===== src/rtl/ula_multiciclo.sv =====
// Multi-cycle ALU. Most operations finish in one cycle. MUL is an unsigned
// shift-add multiply that retires one multiplier bit per cycle.
module ula_multiciclo #(
    parameter int WIDTH = 8
) (
    input  logic             clock,
    input  logic             reset,
    input  logic             start,
    input  logic [WIDTH-1:0] A,
    input  logic [WIDTH-1:0] B,
    input  logic [2:0]       ULAOp,
    output logic             busy,
    output logic             done,
    output logic [WIDTH-1:0] result,
    output logic [WIDTH-1:0] result_hi,
    output logic             zero,
    output logic             carry,
    output logic             overflow
);

    typedef enum logic [1:0] {S_IDLE, S_MUL, S_DONE} state_t;
    typedef enum logic [2:0] {
        OP_ADD, OP_SUB, OP_SRL, OP_SLL, OP_SLT, OP_AND, OP_MUL, OP_CMP
    } op_t;

    localparam int              CW          = $clog2(WIDTH);
    localparam logic [WIDTH-1:0] SHIFT_LIMIT = WIDTH[WIDTH-1:0];
    localparam logic [CW-1:0]   LAST_STEP   = CW'(WIDTH - 1);

    state_t             state_q;
    logic [WIDTH-1:0]   mcand_q;
    logic [2*WIDTH-1:0] prod_q;
    logic [CW-1:0]      count_q;

    logic [WIDTH:0]     add_ext;
    logic [WIDTH:0]     sub_ext;
    logic [WIDTH-1:0]   alu_res_d;
    logic               alu_carry_d;
    logic               alu_ovf_d;
    logic [WIDTH:0]     mul_sum;
    logic [2*WIDTH-1:0] prod_d;

    // NOTE: every variable gets a default before the case, so no path can infer a latch.
    always_comb begin
        add_ext     = {1'b0, A} + {1'b0, B};
        sub_ext     = {1'b0, A} - {1'b0, B};
        alu_res_d   = '0;
        alu_carry_d = 1'b0;
        alu_ovf_d   = 1'b0;
        unique case (op_t'(ULAOp))
            OP_ADD: begin
                alu_res_d   = add_ext[WIDTH-1:0];
                alu_carry_d = add_ext[WIDTH];
                alu_ovf_d   = (A[WIDTH-1] == B[WIDTH-1]) && (alu_res_d[WIDTH-1] != A[WIDTH-1]);
            end
            OP_SUB: begin
                alu_res_d   = sub_ext[WIDTH-1:0];
                alu_carry_d = sub_ext[WIDTH];
                alu_ovf_d   = (A[WIDTH-1] != B[WIDTH-1]) && (alu_res_d[WIDTH-1] != A[WIDTH-1]);
            end
            OP_SRL: if (B < SHIFT_LIMIT) alu_res_d = A >> B;
            OP_SLL: if (B < SHIFT_LIMIT) alu_res_d = A << B;
            OP_SLT: alu_res_d = {{(WIDTH-1){1'b0}}, (A < B)};
            OP_AND: alu_res_d = A & B;
            OP_MUL: ;
            OP_CMP: alu_res_d = A ^ B;
        endcase

        // Conditionally add the multiplicand into the high half, then shift
        // the whole product right by one. The add's carry-out shifts in at the top.
        mul_sum = {1'b0, prod_q[2*WIDTH-1:WIDTH]} + (prod_q[0] ? {1'b0, mcand_q} : '0);
        prod_d  = {mul_sum, prod_q[WIDTH-1:1]};
    end

    // NOTE: sequential state uses non-blocking assignments only, so all registers update together.
    always_ff @(posedge clock) begin
        if (reset) begin
            state_q   <= S_IDLE;
            mcand_q   <= '0;
            prod_q    <= '0;
            count_q   <= '0;
            busy      <= 1'b0;
            done      <= 1'b0;
            result    <= '0;
            result_hi <= '0;
            zero      <= 1'b0;
            carry     <= 1'b0;
            overflow  <= 1'b0;
        end else begin
            unique case (state_q)
                S_IDLE: begin
                    done <= 1'b0;
                    if (start) begin
                        busy <= 1'b1;
                        if (op_t'(ULAOp) == OP_MUL) begin
                            mcand_q <= A;
                            prod_q  <= {{WIDTH{1'b0}}, B};
                            count_q <= '0;
                            state_q <= S_MUL;
                        end else begin
                            result    <= alu_res_d;
                            result_hi <= '0;
                            zero      <= (alu_res_d == '0);
                            carry     <= alu_carry_d;
                            overflow  <= alu_ovf_d;
                            done      <= 1'b1;
                            state_q   <= S_DONE;
                        end
                    end
                end
                S_MUL: begin
                    prod_q  <= prod_d;
                    count_q <= count_q + 1'b1;
                    if (count_q == LAST_STEP) begin
                        result    <= prod_d[WIDTH-1:0];
                        result_hi <= prod_d[2*WIDTH-1:WIDTH];
                        zero      <= (prod_d == '0);
                        carry     <= 1'b0;
                        overflow  <= 1'b0;
                        done      <= 1'b1;
                        state_q   <= S_DONE;
                    end
                end
                S_DONE: begin
                    done    <= 1'b0;
                    busy    <= 1'b0;
                    state_q <= S_IDLE;
                end
                default: state_q <= S_IDLE;
            endcase
        end
    end

endmodule

===== config.mk =====
export PLATFORM = sky130hd
export DESIGN_NAME = ula_multiciclo
export DESIGN_NICKNAME = d
export VERILOG_FILES = /design/src/rtl/ula_multiciclo.sv
export SDC_FILE = /design/constraint.sdc
export NUM_CORES = 1
export LEC_CHECK = 0
export BUFFER_PORTS_ARGS = -buffer_cell sky130_fd_sc_hd__buf_2
export CAP_MARGIN = 20
export CELL_PAD_IN_SITES_DETAIL_PLACEMENT = 2
export CELL_PAD_IN_SITES_GLOBAL_PLACEMENT = 2
export CORE_MARGIN = 4
export CORE_UTILIZATION = 32
export CTS_BUF_LIST = sky130_fd_sc_hd__clkbuf_8
export CTS_CLUSTER_DIAMETER = 120
export DETAILED_ROUTE_END_ITERATION = 10
export MAX_ROUTING_LAYER = met4
export PLACE_DENSITY = 0.84
export SETUP_SLACK_MARGIN = 0.3
export SYNTH_ARGS = -nofsm -noshare
export SYNTH_HDL_FRONTEND = slang
export SYNTH_SLANG_ARGS = --single-unit

===== constraint.sdc =====
create_clock -name clock -period 2.56 [get_ports clock]
set_input_delay 0.512 -clock clock [delete_from_list [all_inputs] [get_ports clock]]
set_output_delay 0.512 -clock clock [all_outputs]
set_load 0.05 [all_outputs]

# ---- Yosys cells after proc, flatten, opt, wreduce, memory -nomap -nowiden
# Index checks and enable logic that the tools add are counted.
dict set report totals {
  ff_bits 50
  in_bits 22
  word_cells 95
  output_inout_bits 21
}
dict set report classes {
  eq_ne 18
  muxes 41
  shifts 2
  bitwise 2
  n_addsub 4
  n_lt_le_gt_ge 2
  n_reduce_logical 15
}
# cell n
set ops {}
lappend ops {{two-way mux 8 bit} 9}
lappend ops {{case mux 8 bit (7 select lines)} 1}
lappend ops {{two-way mux 16 bit} 2}
lappend ops {{case mux 16 bit (2 select lines)} 1}
lappend ops {{case mux 8 bit (2 select lines)} 2}
lappend ops {{adder 8 x 8 -> 9 bit} 2}
lappend ops {{zero test 16 bit} 1}
lappend ops {{equality test 3 bit, second input constant} 5}
lappend ops {{two-way mux 1 bit} 12}
lappend ops {{case mux 1 bit (2 select lines)} 6}
lappend ops {{subtractor 8 x 8 -> 9 bit} 1}
lappend ops {{bitwise AND 8 bit} 1}
lappend ops {{zero test 8 bit} 1}
lappend ops {{< comparator 8 x 4 -> 1 bit, second input constant} 1}
lappend ops {{< comparator 8 bit} 1}
lappend ops {{inequality test 2 bit, second input constant} 4}
lappend ops {{left shift 8 x 8 -> 8 bit} 1}
lappend ops {{>> shifter 8 x 8 -> 8 bit} 1}
lappend ops {{XOR 8 bit} 1}
lappend ops {{equality test 3 x 2 -> 1 bit, second input constant} 2}
lappend ops {{two-way mux 2 bit} 3}
lappend ops {{two-way mux 3 bit} 2}
lappend ops {{case mux 3 bit (2 select lines)} 1}
lappend ops {{AND reduction 2 bit} 3}
lappend ops {{15 further kinds} 20}

# ---- Logic depth before layout (Yosys ltp)
# Gate-level depths: netlist of run 1.
dict set report logic_depth {
  ltp_word 7
  depth_mapped 12
  depth_no_buf 12
}

# ---- Least setup slack after synthesis of run 1
# OpenSTA, ideal clock, no wires.
dict set report synth_timing {
  path_kind {input -> register}
  start {input port B[1]}
  end {register zero}
  path_slack_ns -0.008
  arrival_ns 2.454
  path_buffers 1
  required_ns 2.446
  setup_time_ns 0.114
  stages 10
  path_cell_list {buf_4 -> inv_1 -> fa_1 -> a211oi_2 -> nor2_1 -> o311a_1 -> o22a_1 -> and4_1 -> and4b_1 -> a21o_1}
}
dict set report synth_via {
  elab_chain_len 7
  elab_cells_between_ends 15
  classes_between {add/sub (2); order compare (2); shift (2); mux (6); bitwise (2); reduce/logical (1)}
}
# item line
set synth_rtl {}
lappend synth_rtl {{start: declaration} 10} ;# input logic [WIDTH-1:0] B,
lappend synth_rtl {{< comparator 8 x 4 -> 1 bit (tied with other cells)} {61, 62}}
lappend synth_rtl {{two-way mux 8 bit, on equally long branches} {62, 61}}
lappend synth_rtl {{case mux 8 bit (7 select lines) *} 50} ;# unique case (op_t'(ULAOp))
lappend synth_rtl {{zero test 8 bit *} 103} ;# zero <= (alu_res_d == '0);
lappend synth_rtl {{two-way mux 1 bit *} 95} ;# if (op_t'(ULAOp) == OP_MUL) begin
lappend synth_rtl {{two-way mux 1 bit *} 93} ;# if (start) begin
lappend synth_rtl {{case mux 1 bit (2 select lines) *} 90} ;# unique case (state_q)
lappend synth_rtl {{end signal: assignment} 103}
lappend synth_rtl {{end signal: assignment} 117} ;# zero <= (prod_d == '0);
lappend synth_rtl {{end: declaration} 16} ;# output logic zero,
# Mark *: on every way between the ends. The rest lies on a longest branch, timed or not. The select of a mux whose other input is x is not followed.
# A chain may end at the register's enable or synchronous reset.

# ---- Final worst setup path of run 1
dict set report layout_timing {
  start {register prod_q[0]}
  end {register zero}
}
dict set report layout_via {
  elab_chain_len 5
}
# item line
set layout_rtl {}
lappend layout_rtl {{start: declaration} 32} ;# logic [2*WIDTH-1:0] prod_q;
lappend layout_rtl {{start signal: assignment} 97} ;# prod_q <= {{WIDTH{1'b0}}, B};
lappend layout_rtl {{start signal: assignment} 112} ;# prod_q <= prod_d;
lappend layout_rtl {{two-way mux 8 bit} 71} ;# mul_sum = {1'b0, prod_q[2*WIDTH-1:WIDTH]} + (prod_q[0] ? {1'b0, mcand_q} : '0);
lappend layout_rtl {{adder 8 x 8 -> 9 bit} 71}
lappend layout_rtl {{zero test 16 bit} 117}
lappend layout_rtl {{two-way mux 1 bit} 114} ;# if (count_q == LAST_STEP) begin
lappend layout_rtl {{case mux 1 bit (2 select lines)} 90}
# No other way between the ends. The select of a mux whose other input is x is not followed.

==> results.json, run 1 <==
{
  "finalWorstSetupSlack_ps": -218.4,
  "synth_ff_type": "dfxtp_1",
  "period_needed_ps": 2778,
  "fin_crit_sh": 1.085,
  "cts.sinks": 50,
  "fp.dieW_um": 120.1,
  "cpPeakStageDelay_ps": 440,
  "layout.area.seq_um2": 1003,
  "clkTransAtPathRegs_ps": 130,
  "finalSetupViolCount": 3,
  "gr-total-overflow": 0,
  "fin_cells": 800,
  "cp_max_fo": 2,
  "finalWirelength_um": 24550,
  "synthCells": 532,
  "synth_top_area_frac": 0.2488,
  "synth_xor_area_frac": 0.01960,
  "ys_types": 64,
  "nets": 686,
  "r2r-start": "prod_q[0]",
  "synthTopCellsByCount": "nand2_1 (67), nor2_1 (60), a21oi_1 (53)",
  "pwr-share-comb": 0.391,
  "clock_latency_ps": 340,
  "yosys_warnings": 0,
  "cts_buffers": 5,
  "power_density_nw_per_um2": 407.3,
  "critPathLaunch": "prod_q[0]",
  "grt_max_degree": 29,
  "drt-pass1-iter-count": 5,
  "antenna_cells": 0,
  "finClkSkew_ps": 21.76,
  "grt_pass1_vias": 5296,
  "regToRegSetupSlack_ps": -220,
  "drt-vias-per-instance": 6.129,
  "min_from": "count_q[1]",
  "leakage_uw": 0.002309,
  "p_int_uw": 1339,
  "drt_iter0_markers": 437,
  "slew_headroom": 0.6322,
  "path_class": "register to register",
  "synth_compound_area_frac": 0.2358,
  "ys_ff_latch": 50,
  "p_total_uw": 2281,
  "cp.required_ps": 2850,
  "synth-simple-area-share": 0.2342,
  "synth_top_family_by_area": "compound AO/OA/AOI/OAI gates",
  "synth-seq-area-share": 0.2488,
  "rsz0062_at_grt": "yes",
  "syn_area_um2": 4023,
  "slowest_stage": "or4_4",
  "hold_viol_final": 0,
  "worst_pin_slew_ps": 544.7,
  "p_seq_frac": 0.361,
  "drive_above_1_share": 0.3766,
  "status": "complete, but fails checks",
  "multi_input_area_um2": 3231,
  "io-pin-count": 43,
  "antenna_found_initial": 0,
  "cts.root.buffer_cell": "clkbuf_8",
  "synth.area.top_cells": "dfxtp_1 (25%), ha_1 (9.3%), mux2i_1 (7.5%)",
  "fillers": 1330,
  "preCtsSetupSlack_ps": -328.7,
  "cp-start-kind": "register",
  "htree_levels": 2,
  "async_flop_share": 0,
  "peakVddDrop_v": 0.0003042,
  "numPlacedInstances": 770,
  "drcViolationCount": 0,
  "rows": 40,
  "post-dp-hpwl_um": 13660,
  "fmax_ghz": 0.3599,
  "critPathCaptureType": "register",
  "port_buffers": 42,
  "vias": 4903,
  "clkPwrFrac": 0.247,
  "initial_core_util": 0.3308,
  "synth_most_common_cell": "nand2_1",
  "hold_class": "register to register",
  "crit_chain": "and2_4 > ha_4 > inv_2 > fa_2 > xnor2_1 > nor4_2 > nand3_1 > nor3_2 > nand2_1 > or4_4 > o21ai_2 > a21o_1",
  "die_area_um2": 14430,
  "syn_nets": 587,
  "p_switching_uw": 941.5,
  "yosysTopAreaCell": "dfxtp_1",
  "p_sw_frac": 0.4128,
  "synth_mux_area_frac": 0.09145,
  "clock_path_buffers": 2,
  "routedWlPerCell_um": 30.68,
  "grt_pass1_wl_um": 31800,
  "synth_fa_ha_area_frac": 0.1082,
  "violations": "negative setup slack",
  "arrival_ps": 3070,
  "syn_to_final_growth_pct": 39.22,
  "max_cap_viol_count": 0,
  "coreArea_um2": 12160,
  "globalRouteTotalUtil": 0.2936,
  "cts_tree": "built",
  "die_h_um": 120.1,
  "synth_edf_count": 0,
  "antenna_left": 0,
  "final_max_slew_viol_count": 0,
  "syn_avg_cell_area_um2": 7.561,
  "gp_congestion": 0.9032
}
## critical path, delay by kind of cell (launching register included)
| family | cells | cell delay, ps |
|---|---|---|
| compound gates | 2 | 280 |
| flops | 1 | 370 |
| simple gates | 6 | 1320 |
| fa+ha+maj | 2 | 500 |
| buf+inv | 1 | 40 |
| xor+xnor | 1 | 210 |
## kinds of logic after synthesis
logic type | Yosys count
simple gates | 199
buf+inv | 59
xor+xnor | 9
fa+ha+maj | 33
flops | 50
compound gates | 148
mux | 34
## cell usage in the layout (no fill, tap or decap), drive strengths merged, types with 2 or more instances in the layout
| master | netlist | routed |
|---|---|---|
| nand3 | 16 | 16 |
| a221oi | 2 | 2 |
| nor2 | 62 | 62 |
| and2 | 13 | 13 |
| xnor2 | 5 | 5 |
| mux2i | 30 | 30 |
| xor2 | 4 | 4 |
| nand2 | 67 | 67 |
| or3 | 2 | 2 |
| o21ai | 29 | 29 |
| a21oi | 53 | 53 |
| mux2 | 2 | 2 |
| clkbuf | 16 | 5 |
| nand3b | 3 | 3 |
| inv | 28 | 30 |
| o311ai | 3 | 3 |
| nor4 | 4 | 4 |
| dfxtp | 50 | 50 |
| o31a | 2 | 2 |
| a31oi | 4 | 4 |
| a21o | 5 | 5 |
| o21bai | 4 | 4 |
| nor2b | 5 | 5 |
| mux4 | 2 | 2 |
| nand2b | 9 | 9 |
| o22ai | 3 | 3 |
| nor3 | 9 | 9 |
| nor3b | 2 | 2 |
| or4 | 3 | 3 |
| o21a | 5 | 5 |
| o221ai | 2 | 2 |
| ha | 30 | 30 |
| a311oi | 4 | 4 |
| o211ai | 5 | 5 |
| buf | 15 | 123 |
| a211oi | 17 | 17 |
| fa | 3 | 3 |
## registers in the layout (all words and copies together), names as in the netlist
| name | flops |
|---|---|
| mcand_q | 8 |
| result_hi | 8 |
| done | 1 |
| zero | 1 |
| count_q | 3 |
| prod_q | 16 |
| busy | 1 |
| result | 8 |
| state_q | 2 |
| carry | 1 |
| overflow | 1 |
## through the flow
step                cell area, um2  setup TNS, ps  hold WS, ps  utilization
detailed placement            4822          -1652        450.8       0.3965
global placement              4822         -655.6        437.6       0.3965
floorplan                     4105              0        435.6            -
CTS                           5226         -19.14        467.1       0.4297
finish                        5600         -451.8        476.8       0.4605
global route                  5600         -709.5        498.1       0.4605
## power groups by stage
stage	sequential (uW)	clock (uW)	combinational, uW
2_1_floorplan	877	0	365
6_report	824	564	893
5_1_grt	826	593	929
4_1_cts	820	543	723
3_5_place_dp	837	0	672
3_3_place_gp	834	0	628
## metal layers
layer | routed length [um] | GRT usage
met5 | 0 | -
met3 | 1480 | 0.06079
met1 | 9567 | 0.3378
met2 | 12370 | 0.4812
met4 | 1132 | 0.1546
## final timing paths
kind / to / depth (start not counted)
max: zero / 12
min: count_q[1] / 2
max reg2reg: zero / 12
min reg2reg: count_q[1] / 2
## area by class of cell
| type | count | area share |
|---|---|---|
| Clock inverter | 3 | 0.005139 |
| Multi-Input combinational cell | 423 | 0.5769 |
| Sequential cell | 50 | 0.1792 |
| Tap cell | 168 | 0.03753 |
| Timing Repair Buffer | 123 | 0.1662 |
| Inverter | 28 | 0.02279 |
| Clock buffer | 5 | 0.01229 |
## timing repair
action	4_1_cts	5_1_grt
hold buffers	0	0
endpoints found under the setup margin	17	24
gates resized for setup	61	72
setup buffers	10	12
pin swaps	26	32
(Power assumes the default switching activity.)
==> run 2: changes to the inputs <==
SKIP_CTS_REPAIR_TIMING = 1   (was unset)
==> results.json, run 2 (same netlist as run 1, synthesis figures left out) <==
{
  "final_max_slew_viol_count": 0,
  "rsz0062_at_grt": "yes",
  "max_cap_viol_count": 0,
  "cts.root.buffer_cell": "clkbuf_8",
  "path_class": "register to register",
  "status": "complete, but fails checks",
  "layout_common_cells": "nand2_1 (63), buf_4 (62), nor2_1 (56)",
  "rr_endpoint": "zero",
  "vias": 4628,
  "drt-vias-per-instance": 5.881,
  "port_buffers": 42,
  "syn_to_final_growth_pct": 32.66,
  "drt_iter0_markers": 276,
  "grt_pass1_wl_um": 27170,
  "cpPeakStageDelay_ps": 450,
  "min_to": "result[5]",
  "antenna_found_initial": 0,
  "cts_buffers": 5,
  "crit_chain": "and2_4 > ha_4 > inv_4 > fa_2 > buf_6 > nor2b_4 > o31a_1 > a21oi_1 > nor3_2 > nand2_1 > or4_4 > o21ai_2 > a21o_1",
  "clock_path_buffers": 2,
  "cp-start-kind": "register",
  "post-dp-hpwl_um": 13660,
  "clkTransAtPathRegs_ps": 120,
  "cts_tree": "built",
  "cp.required_ps": 2850,
  "slew_headroom": 0.5837,
  "hold_viol_final": 0,
  "violations": "negative setup slack",
  "finalWorstSetupSlack_ps": -192.2,
  "fin_cells": 787,
  "finClkSkew_ps": 13.59,
  "gr-total-overflow": 0,
  "peakVddDrop_v": 0.0003094,
  "r2r-start": "prod_q[0]",
  "numPlacedInstances": 770,
  "fmax_ghz": 0.3633,
  "hold-path-cell-count": 2,
  "critPathCaptureType": "register",
  "slowest_stage": "or4_4",
  "globalRouteTotalUtil": 0.2445,
  "drive_above_1_share": 0.3263,
  "antenna_left": 0,
  "drt-pass1-iter-count": 4,
  "drcViolationCount": 0,
  "gp_congestion": 0.9032,
  "fin_crit_sh": 1.075,
  "regToRegSetupSlack_ps": -190,
  "min_from": "result[5]",
  "period_needed_ps": 2752,
  "initial_core_util": 0.3308,
  "worst_pin_slew_ps": 622.1,
  "coreArea_um2": 12160,
  "io-pin-count": 43,
  "registers.top_by_ff_count": "prod_q",
  "fp.dieW_um": 120.1,
  "antenna_cells": 0,
  "nets": 673,
  "clock_latency_ps": 330,
  "leakage_uw": 0.002209,
  "largest_reg_flops": 16,
  "arrival_ps": 3040,
  "die_h_um": 120.1,
  "grt_pass1_vias": 4939,
  "grt_max_degree": 29,
  "die_area_um2": 14430,
  "cts.sinks": 50,
  "utilization": 0.4388,
  "power_density_nw_per_um2": 407.3,
  "finalWirelength_um": 21080,
  "final_common_cell": "nand2_1",
  "finalSetupViolCount": 3,
  "rows": 40,
  "routedWlPerCell_um": 26.79,
  "worstRegToRegCells": 13,
  "hold_class": "register to register",
  "htree_levels": 2,
  "cp_max_fo": 3
}
-- run 2: cell types whose count changed in the layout (fill, tap and decap cells not counted), moves of 3 or more --
cell	delta
buf_4	-5
buf_6	-7
nand2_2	-3
a21oi_2	-6
nand2_1	+4
buf_8	-3
a21oi_1	+6
inv_2	-3
nor2_2	+3
-- run 2: metal layers --
| layer | routed length (um) | up-vias | global-route usage | share of wire |
|---|---|---|---|---|
| met2 | 10570 | 149 | 0.4211 | 0.50 |
| met5 | 0 | - | - | 0 |
| met3 | 1133 | 59 | 0.04618 | 0.054 |
| li1 | - | 2046 | - | - |
| met4 | 813 | 0 | 0.09162 | 0.039 |
| met1 | 8560 | 2374 | 0.2823 | 0.41 |
-- run 2: cell type report --
| type | count | area (um2) |
|---|---|---|
| sequential | 50 | 1003 |
| clock inverter | 3 | 28.78 |
| clock buffer | 5 | 68.82 |
| fill | 1354 | 6825 |
| timing repair buffer | 110 | 782.0 |
| inverter | 28 | 125.1 |
| multi-input combinational | 423 | 3118 |
| tap | 168 | 210.2 |
-- run 2: worst max-delay path by stage --
stage / startpoint / slack, ps / to / depth (start not counted)
after detailed placement: A[0] / -330 / zero / 13
after floorplan: prod_q[0] / 100 / zero / 12
after global placement: A[0] / -220 / zero / 13
final: prod_q[0] / -190 / zero / 13
after global routing: prod_q[0] / -280 / zero / 13
after CTS: prod_q[0] / -180 / zero / 13
-- run 2: through the flow --
step	TNS, ps	setup slack, ps	power (uW)	hold WS (ps)	area, um2
final	-274.0	-192.2	2174	473.0	5336
after global routing	-602.8	-279.7	2260	496.7	5336
after CTS	-305.4	-179.4	2041	467.1	4920
after detailed placement	-1652	-328.7	1509	450.8	4822
after global placement	-655.6	-217.8	1461	437.6	4822
after floorplan	0	97.30	1242	435.6	4105
-- run 2: worst max-delay path: cells and delay by family, from the launching register on --
| kind | cells | cell delay [ps] |
|---|---|---|
| fa+ha+maj | 2 | 540 |
| simple gates | 5 | 1010 |
| compound gates | 4 | 620 |
| flops | 1 | 360 |
| buf+inv | 2 | 170 |
-- run 2: where the power goes --
| group | leakage [uW] | total (uW) | switching (uW) | internal, uW |
|---|---|---|---|---|
| Sequential | 0.000406 | 823 | 21.5 | 802 |
| Clock | 0.0000506 | 548 | 342 | 206 |
| Combinational | 0.00175 | 802 | 504 | 298 |
| Total | 0.00221 | 2170 | 868 | 1310 |
==> run 3: changes to the inputs <==
BUFFER_PORTS_ARGS = unset   (was -buffer_cell sky130_fd_sc_hd__buf_2)
CORE_MARGIN = 1.5   (was 4)
CORE_UTILIZATION = 35   (was 32)
DONT_BUFFER_PORTS = 1   (was unset)
PLACE_DENSITY = 0.85   (was 0.84)
==> results.json, run 3 (same netlist as run 1, synthesis figures left out) <==
{
  "postPlaceCellArea_um2": 4279,
  "p_int_uw": 1229,
  "max_cap_viol_count": 0,
  "fp.dieW_um": 110.2,
  "utilization": 0.4167,
  "hold_slack_ps": 229.6,
  "final_max_slew_viol_count": 0,
  "finalSetupViolCount": 1,
  "antenna_cells": 0,
  "clkPwrFrac": 0.273,
  "hold_viol_final": 0,
  "clock_latency_ps": 330,
  "post-dp-hpwl_um": 11580,
  "drt_iter0_markers": 248,
  "grt_max_degree": 51,
  "multi_input_area_um2": 2995,
  "worstRegToRegCells": 12,
  "fmax_ghz": 0.3846,
  "cts.root.buffer_cell": "clkbuf_8",
  "gr-total-overflow": 0,
  "vias": 4189,
  "preCtsSetupSlack_ps": -153.6,
  "hold-path-cell-count": 1,
  "finalWorstSetupSlack_ps": -39.89,
  "arrival_ps": 2880,
  "clock_path_buffers": 2,
  "fin_crit_sh": 1.016,
  "pwr-share-comb": 0.270,
  "cts_tree": "built",
  "cp_top_family": "simple AND/OR/NAND/NOR gates",
  "drive_above_1_share": 0.1720,
  "htree_levels": 2,
  "rows": 38,
  "cp.required_ps": 2840,
  "cts_buffers": 5,
  "fin_area_um2": 4597,
  "status": "complete, but fails checks",
  "drcViolationCount": 0,
  "largest_reg_flops": 16,
  "violations": "negative setup slack",
  "p_seq_frac": 0.456,
  "slew_headroom": 0.6256,
  "worst_pin_slew_ps": 560.8,
  "hold_class": "input pin to register",
  "path_depth": 12,
  "finalWirelength_um": 16600,
  "nets": 589,
  "globalRouteTotalUtil": 0.2632,
  "drt-pass1-iter-count": 5,
  "p_switching_uw": 666.9,
  "rsz0062_at_grt": "yes",
  "grt_pass1_wl_um": 23590,
  "crit_chain": "and2_4 > ha_4 > inv_2 > fa_2 > xnor2_1 > nor4_2 > nand3_1 > nor3_2 > nand2_1 > or4_1 > o21ai_1 > a21o_1",
  "leakage_uw": 0.001770,
  "layout.area.seq_um2": 1002,
  "routedWlPerCell_um": 24.60,
  "power_density_nw_per_um2": 412.4,
  "final_common_cell": "nand2_1",
  "die_area_um2": 12150,
  "cp_max_fo": 3,
  "syn_to_final_growth_pct": 14.28,
  "clkTransAtPathRegs_ps": 100,
  "cp-start-kind": "register",
  "antenna_left": 0,
  "peakVddDrop_v": 0.0002630,
  "initial_core_util": 0.3647,
  "period_needed_ps": 2600,
  "layout_common_cells": "nand2_1 (62), nor2_1 (59), dfxtp_1 (49)",
  "die_h_um": 110.2,
  "p_sw_frac": 0.3517,
  "finClkSkew_ps": 8.082,
  "slowest_stage": "or4_1",
  "cts.sinks": 50,
  "port_buffers": 0,
  "cpPeakStageDelay_ps": 400,
  "crit_buf_inv": 1,
  "io-pin-count": 43,
  "path_class": "register to register",
  "antenna_found_initial": 0,
  "critPathCaptureType": "register",
  "registers.top_by_ff_count": "prod_q",
  "gp_congestion": 0.8816,
  "setup_tns_ps": -39.89,
  "drt-vias-per-instance": 6.206,
  "grt_pass1_vias": 4380,
  "coreArea_um2": 11030,
  "fillers": 1257
}
## run 3: stage by stage
step	total power (uW)	cells
after floorplan	1242	532
after global placement	1313	662
after detailed placement	1350	662
after CTS	1850	670
after global routing	1966	675
final	1896	675
## run 3: cell type report
class,count,share of cell area
well taps,140,0.03811
clock buffers,6,0.01796
clock inverters,2,0.002722
flip-flops and latches,50,0.2180
multi-input cells,423,0.6516
repair buffers,26,0.04246
inverters,28,0.02912
## run 3: power by group through the flow
stage,logic (uW),clock network (uW),registers [uW]
after detailed placement,468,0,882
after floorplan,365,0,877
after global placement,433,0,880
after CTS,470,515,864
after global routing,550,547,868
final,512,518,865
## run 3: per-layer routing
layer / global-route usage / part of all wire
met1: 0.3308 / 0.42
met2: 0.4552 / 0.50
met3: 0.03821 / 0.046
met4: 0.04487 / 0.028
met5: - / 0
## run 3: path summary, 6_finish.rpt
path | startpoint | endpoint | slack, ps
worst max-delay path | prod_q[0] | zero | -40
worst min-delay path | reset | result_hi[5] | 230
worst max register to register | prod_q[0] | zero | -40
worst min register to register | count_q[2] | count_q[2] | 470
